$ cat src/rtl/proc_frame_sched.sv
// ---------------------------------------------------------------------------
// proc_frame_sched
// Frame-level sequencer for the pixel datapath (bypass / invert / 3x3 conv).
// A config master writes shadow mode and kernel registers. The shadow values
// reach the datapath only at a frame boundary, and only after every pixel
// already in the pipeline has left it. This keeps each frame on one config.
//
// Ports
//   clk, rstn        processing clock, asynchronous active-low reset
//   cfg_wr_en        config write strobe
//   cfg_addr         0-8 kernel byte k, 9 mode, 10 control, 11-15 ignored
//   cfg_wr_data      config write data
//   in_valid/ready   datapath input handshake
//   out_valid/ready  datapath output handshake
//   mode             applied mode: 00 bypass, 01 invert, 10 conv
//   kernel           applied kernel; coeff k sits at [8k+7:8k]
//   proc_en          datapath may accept pixels (high only in RUN)
//   frame_done       one-cycle pulse after the last pixel of a frame
//   frame_cnt        completed frames, wraps
//   cfg_pending      committed shadow config not yet applied
//   cfg_err          sticky: illegal mode write or handshake violation
//   drain_to         sticky: drain gave up waiting for the pipeline
// ---------------------------------------------------------------------------
module proc_frame_sched #(
    parameter int IMG_W         = 32,
    parameter int IMG_H         = 32,
    parameter int INFLIGHT_W    = 8,
    parameter int DRAIN_TIMEOUT = 1024
) (
    input  logic        clk,
    input  logic        rstn,
    input  logic        cfg_wr_en,
    input  logic [3:0]  cfg_addr,
    input  logic [7:0]  cfg_wr_data,
    input  logic        in_valid,
    input  logic        in_ready,
    input  logic        out_valid,
    input  logic        out_ready,
    output logic [1:0]  mode,
    output logic [71:0] kernel,
    output logic        proc_en,
    output logic        frame_done,
    output logic [15:0] frame_cnt,
    output logic        cfg_pending,
    output logic        cfg_err,
    output logic        drain_to
);
    localparam int FRAME_PIX = IMG_W * IMG_H;
    localparam int PIX_W     = $clog2(FRAME_PIX);
    localparam int TO_W      = $clog2(DRAIN_TIMEOUT);
    localparam logic [PIX_W-1:0]      PIX_LAST  = PIX_W'(FRAME_PIX - 1);
    localparam logic [TO_W-1:0]       TO_LAST   = TO_W'(DRAIN_TIMEOUT - 1);
    localparam logic [INFLIGHT_W-1:0] INFL_MAX  = {INFLIGHT_W{1'b1}};
    localparam logic [INFLIGHT_W-1:0] INFL_ZERO = {INFLIGHT_W{1'b0}};

    typedef enum logic [1:0] {
        ST_IDLE  = 2'd0,
        ST_APPLY = 2'd1,
        ST_RUN   = 2'd2,
        ST_DRAIN = 2'd3
    } state_t;

    state_t                r_state;
    logic [1:0]            r_sh_mode;
    logic [71:0]           r_sh_kernel;
    logic                  r_stop_req;
    logic [INFLIGHT_W-1:0] r_inflight;
    logic [PIX_W-1:0]      r_pix_cnt;
    logic [TO_W-1:0]       r_to_cnt;

    logic w_ctl_wr, w_start, w_commit, w_stop, w_clr;
    logic w_mode_wr, w_mode_bad;
    logic w_in_fire, w_out_fire, w_in_ok, w_out_ok, w_in_bad, w_out_bad, w_sat;
    logic w_last_pix, w_reconf, w_timeout, w_new_err;
    logic [INFLIGHT_W-1:0] w_inflight_nxt;

    assign w_ctl_wr   = cfg_wr_en & (cfg_addr == 4'd10);
    assign w_start    = w_ctl_wr & cfg_wr_data[0];
    assign w_commit   = w_ctl_wr & cfg_wr_data[1];
    assign w_stop     = w_ctl_wr & cfg_wr_data[2];
    assign w_clr      = w_ctl_wr & cfg_wr_data[3];
    assign w_mode_wr  = cfg_wr_en & (cfg_addr == 4'd9);
    assign w_mode_bad = w_mode_wr & (cfg_wr_data[1:0] == 2'b11);

    // Only legal handshakes move the in-flight count; illegal ones raise cfg_err
    assign w_in_fire  = in_valid & in_ready;
    assign w_out_fire = out_valid & out_ready;
    assign w_in_ok    = w_in_fire & proc_en;
    assign w_out_ok   = w_out_fire & (r_inflight != INFL_ZERO);
    assign w_in_bad   = w_in_fire & ~proc_en;
    assign w_out_bad  = w_out_fire & (r_inflight == INFL_ZERO);
    assign w_sat      = w_in_ok & ~w_out_ok & (r_inflight == INFL_MAX);
    assign w_new_err  = w_mode_bad | w_in_bad | w_out_bad | w_sat;

    // A commit or stop arriving with the last pixel still counts for this boundary
    assign w_last_pix = w_in_ok & (r_state == ST_RUN) & (r_pix_cnt == PIX_LAST);
    assign w_reconf   = cfg_pending | w_commit | r_stop_req | w_stop;
    assign w_timeout  = (r_state == ST_DRAIN) & (w_inflight_nxt != INFL_ZERO) & (r_to_cnt == TO_LAST);

    // Next in-flight count; holds at the maximum instead of wrapping
    always_comb begin
        w_inflight_nxt = r_inflight;
        if (w_in_ok && !w_out_ok) begin
            if (r_inflight != INFL_MAX) begin
                w_inflight_nxt = r_inflight + 1'b1;
            end else begin
                w_inflight_nxt = r_inflight;
            end
        end else if (w_out_ok && !w_in_ok) begin
            w_inflight_nxt = r_inflight - 1'b1;
        end else begin
            w_inflight_nxt = r_inflight;
        end
    end

    // Shadow config, never visible to the datapath until APPLY
    always_ff @(posedge clk or negedge rstn) begin
        if (!rstn) begin
            r_sh_mode   <= 2'b00;
            r_sh_kernel <= 72'd0;
        end else begin
            for (int k = 0; k < 9; k++) begin
                if (cfg_wr_en && (cfg_addr == 4'(k))) begin
                    r_sh_kernel[8*k +: 8] <= cfg_wr_data;
                end
            end
            if (w_mode_wr && !w_mode_bad) begin
                r_sh_mode <= cfg_wr_data[1:0];
            end
        end
    end

    // Sticky flags; a new event in the same cycle as a clear keeps the flag set
    always_ff @(posedge clk or negedge rstn) begin
        if (!rstn) begin
            cfg_err  <= 1'b0;
            drain_to <= 1'b0;
        end else begin
            cfg_err  <= (cfg_err & ~w_clr) | w_new_err;
            drain_to <= (drain_to & ~w_clr) | w_timeout;
        end
    end

    // Pipeline occupancy, pixel position within the frame and frame counter
    always_ff @(posedge clk or negedge rstn) begin
        if (!rstn) begin
            r_inflight <= INFL_ZERO;
            r_pix_cnt  <= {PIX_W{1'b0}};
            frame_done <= 1'b0;
            frame_cnt  <= 16'd0;
        end else begin
            // A timed-out drain abandons whatever the pipeline still holds
            r_inflight <= w_timeout ? INFL_ZERO : w_inflight_nxt;
            frame_done <= w_last_pix;
            if (w_last_pix) begin
                r_pix_cnt <= {PIX_W{1'b0}};
                frame_cnt <= frame_cnt + 16'd1;
            end else if (w_in_ok) begin
                r_pix_cnt <= r_pix_cnt + 1'b1;
            end
        end
    end

    // Frame sequencer: state, proc_en, applied config and pending requests
    always_ff @(posedge clk or negedge rstn) begin
        if (!rstn) begin
            r_state     <= ST_IDLE;
            proc_en     <= 1'b0;
            mode        <= 2'b00;
            kernel      <= 72'd0;
            cfg_pending <= 1'b0;
            r_stop_req  <= 1'b0;
            r_to_cnt    <= {TO_W{1'b0}};
        end else begin
            if (w_commit) cfg_pending <= 1'b1;
            if (w_stop)   r_stop_req  <= 1'b1;
            case (r_state)
                ST_IDLE: begin
                    if (w_start) r_state <= ST_APPLY;
                end
                ST_APPLY: begin
                    mode        <= r_sh_mode;
                    kernel      <= r_sh_kernel;
                    // A request written during APPLY is kept for the next boundary
                    cfg_pending <= w_commit;
                    r_stop_req  <= w_stop;
                    if (r_stop_req) begin
                        r_state <= ST_IDLE;
                        proc_en <= 1'b0;
                    end else begin
                        r_state <= ST_RUN;
                        proc_en <= 1'b1;
                    end
                end
                ST_RUN: begin
                    if (w_last_pix && w_reconf) begin
                        r_state  <= ST_DRAIN;
                        proc_en  <= 1'b0;
                        r_to_cnt <= {TO_W{1'b0}};
                    end
                end
                ST_DRAIN: begin
                    r_to_cnt <= r_to_cnt + 1'b1;
                    // Leave as soon as the last outstanding pixel is leaving
                    if (w_timeout || (w_inflight_nxt == INFL_ZERO)) begin
                        r_state <= ST_APPLY;
                    end
                end
                default: begin
                    r_state <= ST_IDLE;
                    proc_en <= 1'b0;
                end
            endcase
        end
    end
endmodule
$ cat config.mk
export PLATFORM = sky130hd
export DESIGN_NAME = proc_frame_sched
export DESIGN_NICKNAME = d
export VERILOG_FILES = /design/src/rtl/proc_frame_sched.sv
export SDC_FILE = /design/constraint.sdc
export NUM_CORES = 1
export LEC_CHECK = 0
export ABC_AREA = 1
export CAP_MARGIN = 10
export CORE_ASPECT_RATIO = 0.9
export CORE_MARGIN = 5
export CORE_UTILIZATION = 42
export DETAILED_ROUTE_END_ITERATION = 12
export SLEW_MARGIN = 20
export SYNTH_ARGS = -nofsm -noshare
export SYNTH_HDL_FRONTEND = slang
export SYNTH_SLANG_ARGS = --single-unit
export TNS_END_PERCENT = 20
$ cat constraint.sdc
create_clock -name clk -period 6 [get_ports clk]
set_clock_uncertainty 0.1 [all_clocks]
set_input_delay 1.2 -clock clk [delete_from_list [all_inputs] [get_ports clk]]
set_output_delay 1.2 -clock clk [all_outputs]
set_load 0.005 [all_outputs]
==> impl_metrics.tcl <==
set metrics [dict create \
    setup_tns_ns 0 \
    p_leak_nw 5.32 \
    use_met2_pct 27.5 \
    synth_top_area_cell "dfrtp_1" \
    slowest_delay_ns 0.50 \
    cts_tree "done" \
    power.density_nw_per_um2 433 \
    antenna_cells 0 \
    use_met3_pct 3.58 \
    ys.flop_type "dfrtp_1" \
    num-fill-cells 1907 \
    path_delay_family "simple AND/OR/NAND/NOR gates" \
    wl_mm 20.0 \
    ys_seq_area_share_pct 57.6 \
    chipHeight_um 146 \
    outcome "finished clean" \
    fin_ws_ns 2.72 \
    yosysWarnings 0 \
    remaining_drc_errors 0 \
    slew_viol_final 0 \
    cp.required_ns 6.22 \
    placed_cell_area_um2 10000 \
    vias 6588 \
    antenna_found_initial 0 \
    design.die.area_um2 23700 \
    routabilityCongestion 0.814 \
    netlist_top_cells_count "371 x nand2_1, 200 x dfrtp_1, 73 x inv_1" \
    ys_ff_latch 200 \
    cts_buffers 17 \
    yosysMostFrequentCell "nand2_1" \
    netlist_area_um2 8690 \
    worst_skew_pair.late_latency_ns 0.43 \
    hold_violations 0 \
    p_sw_mw 1.60 \
    min_path_type "flip-flop to flip-flop" \
    cts.repair.resized 0 \
    seq_power_share_pct 43.0 \
    via_per_inst 4.84 \
    yosysUniqueCellTypes 39 \
    timing.fmax_ghz 0.305 \
    postCtsSetupRepairBufs 0 \
    fp.coreArea_um2 20200 \
    path_cells "clkdlybuf4s50_1 > nand3_2 > inv_1 > nand2_1 > nor2_1 > nand2_1 > o21ai_2 > nand3_1 > nor2_2 > nand3_1 > o21ai_1 > nor2_1" \
    cts.sinks 200 \
    cp_max_fo 13 \
    clk_root_buffer_cell "clkbuf_16" \
    nets 1122 \
    syn_nets 1021 \
    pwr-share-comb_pct 31.7 \
    slowest_stage "clkdlybuf4s50_1" \
    rsz0062_at_grt "no" \
    path_clk_slew_ns 0.08 \
    setup_viol 0 \
    drt_iter0_drc 452 \
    htree_num_levels 4 \
    ff_latch_area_um2 5000 \
    drv_cap 0 \
    critPathKind "input port to flip-flop" \
    grt_pass1_vias 6234 \
    syn_inst 991 \
    grt_use_total_pct 17.2 \
    critical_path_buf_inv_count 2 \
    clkPwrFrac_pct 25.3 \
    grtUsageMet1_pct 24.2 \
    irDropWorstVdd_v 0.000232 \
    worst-endpoint-arrival_ns 3.49 \
    synthArstFlopShare_pct 100 \
    syn2layout_area_growth_pct 22.2 \
    drive_above_1_share_pct 7.06 \
    synth.area.top_cells "dfrtp_1 58%, nand2_1 16%, o21ai_0 3.9%" \
    wl_per_cell_um 14.7 \
    grt-busiest-layer "met2" \
    final_antenna_net_count 0 \
    postCtsHoldBufs 0 \
    grt_pass1_wl_mm 33.0 \
    die_x_um 162 \
    port_buffers 113 \
    hpwl_mm 13.5 \
    grt_max_degree 98 \
    finalCritPeriodShare_pct 54.6 \
    end_kind "flip-flop" \
    switching_share_pct 34.8 \
    dr.pass1.iters 5 \
    total_power_mw 4.60 \
    multiInputGateArea_um2 3250 \
    fin_crit_ns 3.28 \
    rows 49 \
    internal-power_mw 3.00 \
    grt.overflow.total 0 \
    final_area_um2 10600 \
    dp_slack_ns 2.29 \
    synth_top_area_share_pct 57.6 \
    clock_path_buffers 2 \
    synth_edf_count 0 \
    startpoint_type "input port" \
    slew_headroom_pct 31.0 \
    ios 114 \
    postSynthAreaPerCell_um2 8.76 \
    worstMarginPinSlew_ns 1.03 \
    start_util_pct 43.1 \
]
[logic make-up after synthesis]
logic type / count (synthesis) / share of synthesized area, %
compound gates: 115 / 6.89
mux: 1 / 0.130
fa+ha+maj: 11 / 1.58
simple gates: 529 / 26.2
xor+xnor: 25 / 2.52
flops: 200 / 57.6
buf+inv: 110 / 5.10
[layout make-up]
cell class	count	share of cell area (%)
flip-flops and latches	200	47.1
multi-input cells	681	30.6
repair buffers	117	11.0
clock buffers	17	4.01
well taps	255	3.00
inverters	75	2.65
clock inverters	15	1.66
[power by group through the flow]
stage               clock network (mW)  logic (mW)  registers, mW
floorplan                            0       0.829           1.95
global placement                     0        1.47           2.00
detailed placement                   0        1.48           2.00
CTS                               1.19        1.49           1.98
global route                      1.24        1.67           2.03
finish                            1.16        1.46           1.98
[worst reg2reg max path, delay by kind of cell, from the launching register on]
| kind | cells | cell delay [ns] |
|---|---|---|
| AO/OA/AOI/OAI | 2 | 0.34 |
| AND/OR/NAND/NOR | 8 | 1.14 |
| flip-flops | 1 | 0.39 |
| buffers and inverters | 1 | 0.30 |
[per-stage QoR]
step	utilization (%)	hold slack, ns	cells
2_1_floorplan	-	0.349	991
3_3_place_gp	49.6	0.355	1328
6_report	52.6	0.370	1360
5_1_grt	52.6	0.399	1360
3_5_place_dp	49.6	0.358	1328
4_1_cts	52.6	0.375	1360
[cells in the final DEF, fill, tap and decap left out, types with 2 or more instances in the layout]
cell             instances
o21ai_0                 67
o21ai_2                  2
nand4_4                  2
clkinv_8                 2
xnor2_1                  8
clkdlybuf4s50_1        112
clkinv_4                 3
nor2_1                  63
buf_4                    4
nor3_1                   8
inv_1                   72
inv_8                    2
inv_6                    5
ha_1                    10
nor4_1                   2
nand2_2                  4
inv_2                    3
dfrtp_1                200
a21oi_1                 39
clkbuf_16               17
nand4_1                 12
xor2_1                  17
nand2_1                371
nor2_2                  12
nand3_2                  7
nand3_1                 38
nand2_4                  3
nor2_4                   2
[registers in the layout, summed over array words and instances (netlist names)]
| name | count |
|---|---|
| cfg_err | 1 |
| cfg_pending | 1 |
| r_to_cnt | 10 |
| frame_done | 1 |
| frame_cnt | 16 |
| mode | 2 |
| r_stop_req | 1 |
| r_sh_mode | 2 |
| proc_en | 1 |
| kernel | 72 |
| r_state | 2 |
| r_sh_kernel | 72 |
| drain_to | 1 |
| r_pix_cnt | 10 |
| r_inflight | 8 |
[layer usage]
metal	wire length [um]	part of all wire, %
met3	922	4.6
met1	9460	47
met2	9400	47
met4	215	1.1
met5	0	0
[path summary, 6_finish.rpt]
path	to	cells after the start	slack, ns	from
hold reg to reg	kernel[18]$_DFFE_PN0P_	2	0.37	kernel[18]$_DFFE_PN0P_
hold / removal	kernel[18]$_DFFE_PN0P_	2	0.37	kernel[18]$_DFFE_PN0P_
setup reg to reg	r_to_cnt[7]$_DFFE_PN0P_	11	3.62	proc_en$_DFFE_PN0P_
setup / recovery	r_to_cnt[7]$_DFFE_PN0P_	12	2.72	in_valid
min in group asynchronous	r_inflight[3]$_DFF_PN0_	1	0.73	rstn
max in group asynchronous	kernel[9]$_DFFE_PN0P_	2	3.89	rstn
Power figures use the tool's default switching activity.
==> RTL change: new RTL, same flow settings <==
Change the parameter `DRAIN_TIMEOUT` from 1024 to 2048.
--- a/src/rtl/proc_frame_sched.sv
+++ b/src/rtl/proc_frame_sched.sv
@@ -25,7 +25,7 @@
     parameter int IMG_W         = 32,
     parameter int IMG_H         = 32,
     parameter int INFLIGHT_W    = 8,
-    parameter int DRAIN_TIMEOUT = 1024
+    parameter int DRAIN_TIMEOUT = 2048
 ) (
     input  logic        clk,
     input  logic        rstn,
Check against the original RTL: no difference found for any inputs over 4 cycles, from zero or initial values and one cycle with rstn low; that may be too few to reach the edited logic, so the function may still have changed.
==> RTL change against the original RTL <==
- area after synthesis down 0.12%
- maximum frequency down 2.1%
- non-clock buffer count down 1
- cell area up 0.80%
- sequential cell count up 1
- global-route usage up 0.39 points
- wire length up 3.3%
- power up 2.3%
- worst setup slack worse by 71 ps
- sequential share of layout area down 0.14 points
- register-to-register slack worse by 270 ps
- critical path depth unchanged
- cell count up 1.0%
- largest cell class unchanged
==> RTL change: results (changes against the original RTL) <==
Synth
  • Sequential area share after synthesis: 58.0% (+0.35 points)
  • Net Count, Synth: 1033 (+1.2%)
  • Average footprint of a synthesized cell: 8.65 um2 (-1.3%)
  • Top cells by area, synth: dfrtp_1 58%, nand2_1 17%, o21ai_0 4.2%
  • Number of library cell types mapped by synthesis: 35 (-10%)
  • Top cell types by occurrence after synthesis: 389 x nand2_1, 201 x dfrtp_1, 84 x nor2_1

Run status
  • Status: finished clean

Clocking
  • Deepest clock path buffer count: 3 (+1)
  • Clock slew at reported path FFs: 60 ps (-20 ps)
  • Clock buffers created by TritonCTS: 22 (+5)
  • Clock latency at the later pin of the worst-skew pair: 510 ps (+80 ps)
  • Clock tree root buffer cell: clkbuf_16
  • Number of H-tree branching levels: 1 (-3)

Final layout
  • Sequential Area: 5030 um2 (+0.50%)
  • Fillers: 1860 (-2.5%)
  • Leading registers by flop count: kernel: 72 flops, r_sh_kernel: 72 flops, frame_cnt: 16 flops
  • Fraction of final layout cells with drive strength greater than 1: 5.18% (-1.9 points)
  • Final instance count without filler cells: 1374 (+1.0%)
  • Final net count: 1138 (+1.4%)

Place
  • Placed standard-cell area: 10000 um2 (about the same)
  • Placed wire-length estimate: 13500 um (about the same)
  • Minimum setup slack after placement: 2190 ps (-95.8 ps)
  • Final RePlAce weighted congestion: 0.845 (+3.8%)
  • Number of cells in the design after placement: 1339 (+0.83%)

Critical path
  • Max FO, Critical Path: 11 (-2)
  • Endpoint arrival time on the critical path: 3630 ps (+140 ps)

GRT
  • Maximum number of pins on one net before global-route repair: 120 (+22%)
  • Number of antenna violations at the first check in global routing: 0 (unchanged)
  • Via count of the first global-routing pass: 6560 (+5.2%)
  • Wire length of the first global-routing pass: 34100 um (+3.3%)
  • Gr usage total: 17.6% (+0.39 points)

Pwr
  • Maximum vdd drop: 0.000220 V (-5.1%)
  • Static Leakage: 5.25 nW (-1.3%)

Routing
  • Initial drt markers: 468 (+3.5%)
  • Wire per inst: 15.0 um (+2.2%)
  • Total vias in the final route: 6747 (+2.4%)

STA
  • Actual slew at the worst max-slew pin: 1030 ps (-2.85 ps)
[RTL change: changes by cell type after synthesis, moves of 3 or more]
| cell | before | now |
|---|---|---|
| nor2_4 | 2 | 5 |
| a21oi_1 | 39 | 44 |
| nand3_1 | 38 | 33 |
| nand3_2 | 7 | 4 |
| nor2_1 | 65 | 84 |
| inv_1 | 73 | 59 |
| nand2_1 | 371 | 389 |
| nor3_1 | 8 | 5 |
| nor2_2 | 10 | 3 |
| o21ai_0 | 67 | 72 |
[RTL change: metal layers]
metal,part of all wire [%],vias to the layer above,GRT usage (%)
li1,-,3394,-
met1,48,3204,25.4
met2,46,120,28.0
met3,4.3,29,3.61
met4,1.7,0,3.37
met5,0,-,0
[RTL change: power breakdown]
group / switching, mW / leakage (nW) / internal (mW)
clock network: 0.527 / 0.335 / 0.749
logic: 0.754 / 2.39 / 0.672
registers: 0.272 / 2.52 / 1.73
total: 1.55 / 5.25 / 3.15
[RTL change: final timing paths]
kind                             from  cells after the start  slack, ps         endpoint
max in group asynchronous        rstn                      2       4150  r_sh_kernel[34]
hold reg to reg            kernel[18]                      2        360       kernel[18]
setup reg to reg           r_state[1]                      7       3350        kernel[1]
min in group asynchronous        rstn                      1        610    frame_cnt[15]
setup / recovery            cfg_wr_en                     12       2650      r_to_cnt[9]
hold / removal             kernel[18]                      2        360       kernel[18]
[RTL change: cell type report]
class                           instances  share of cell area, %
Clock buffer                           33                   6.09
Inverter                               60                   2.10
Multi-Input combinational cell        707                   30.6
Timing Repair Buffer                  116                   10.9
Sequential cell                       201                   47.0
Clock inverter                          2                  0.327
Tap cell                              255                   2.98
[RTL change: logic make-up (layout without fill, tap and decap cells)]
kind of cell | count (synthesis) | in the layout | share of synthesized area (%)
AO/OA/AOI/OAI | 123 | 123 | 7.27
XOR/XNOR | 23 | 23 | 2.32
adder cells (fa/ha/maj) | 11 | 11 | 1.59
buffers and inverters | 95 | 211 | 4.34
flip-flops | 201 | 201 | 58.0
AND/OR/NAND/NOR | 550 | 550 | 26.5
[RTL change: worst max-delay path: stages]
cell and delay, ps:
clkdlybuf4s50_1 610, nand3_1 140, nor2_1 360, nand2_1 120, nand4_1 140, nand2_1 110
o21ai_2 190, nand2_1 170, nor2_1 250, nand2_1 100, o21ai_0 170, a21oi_1 60
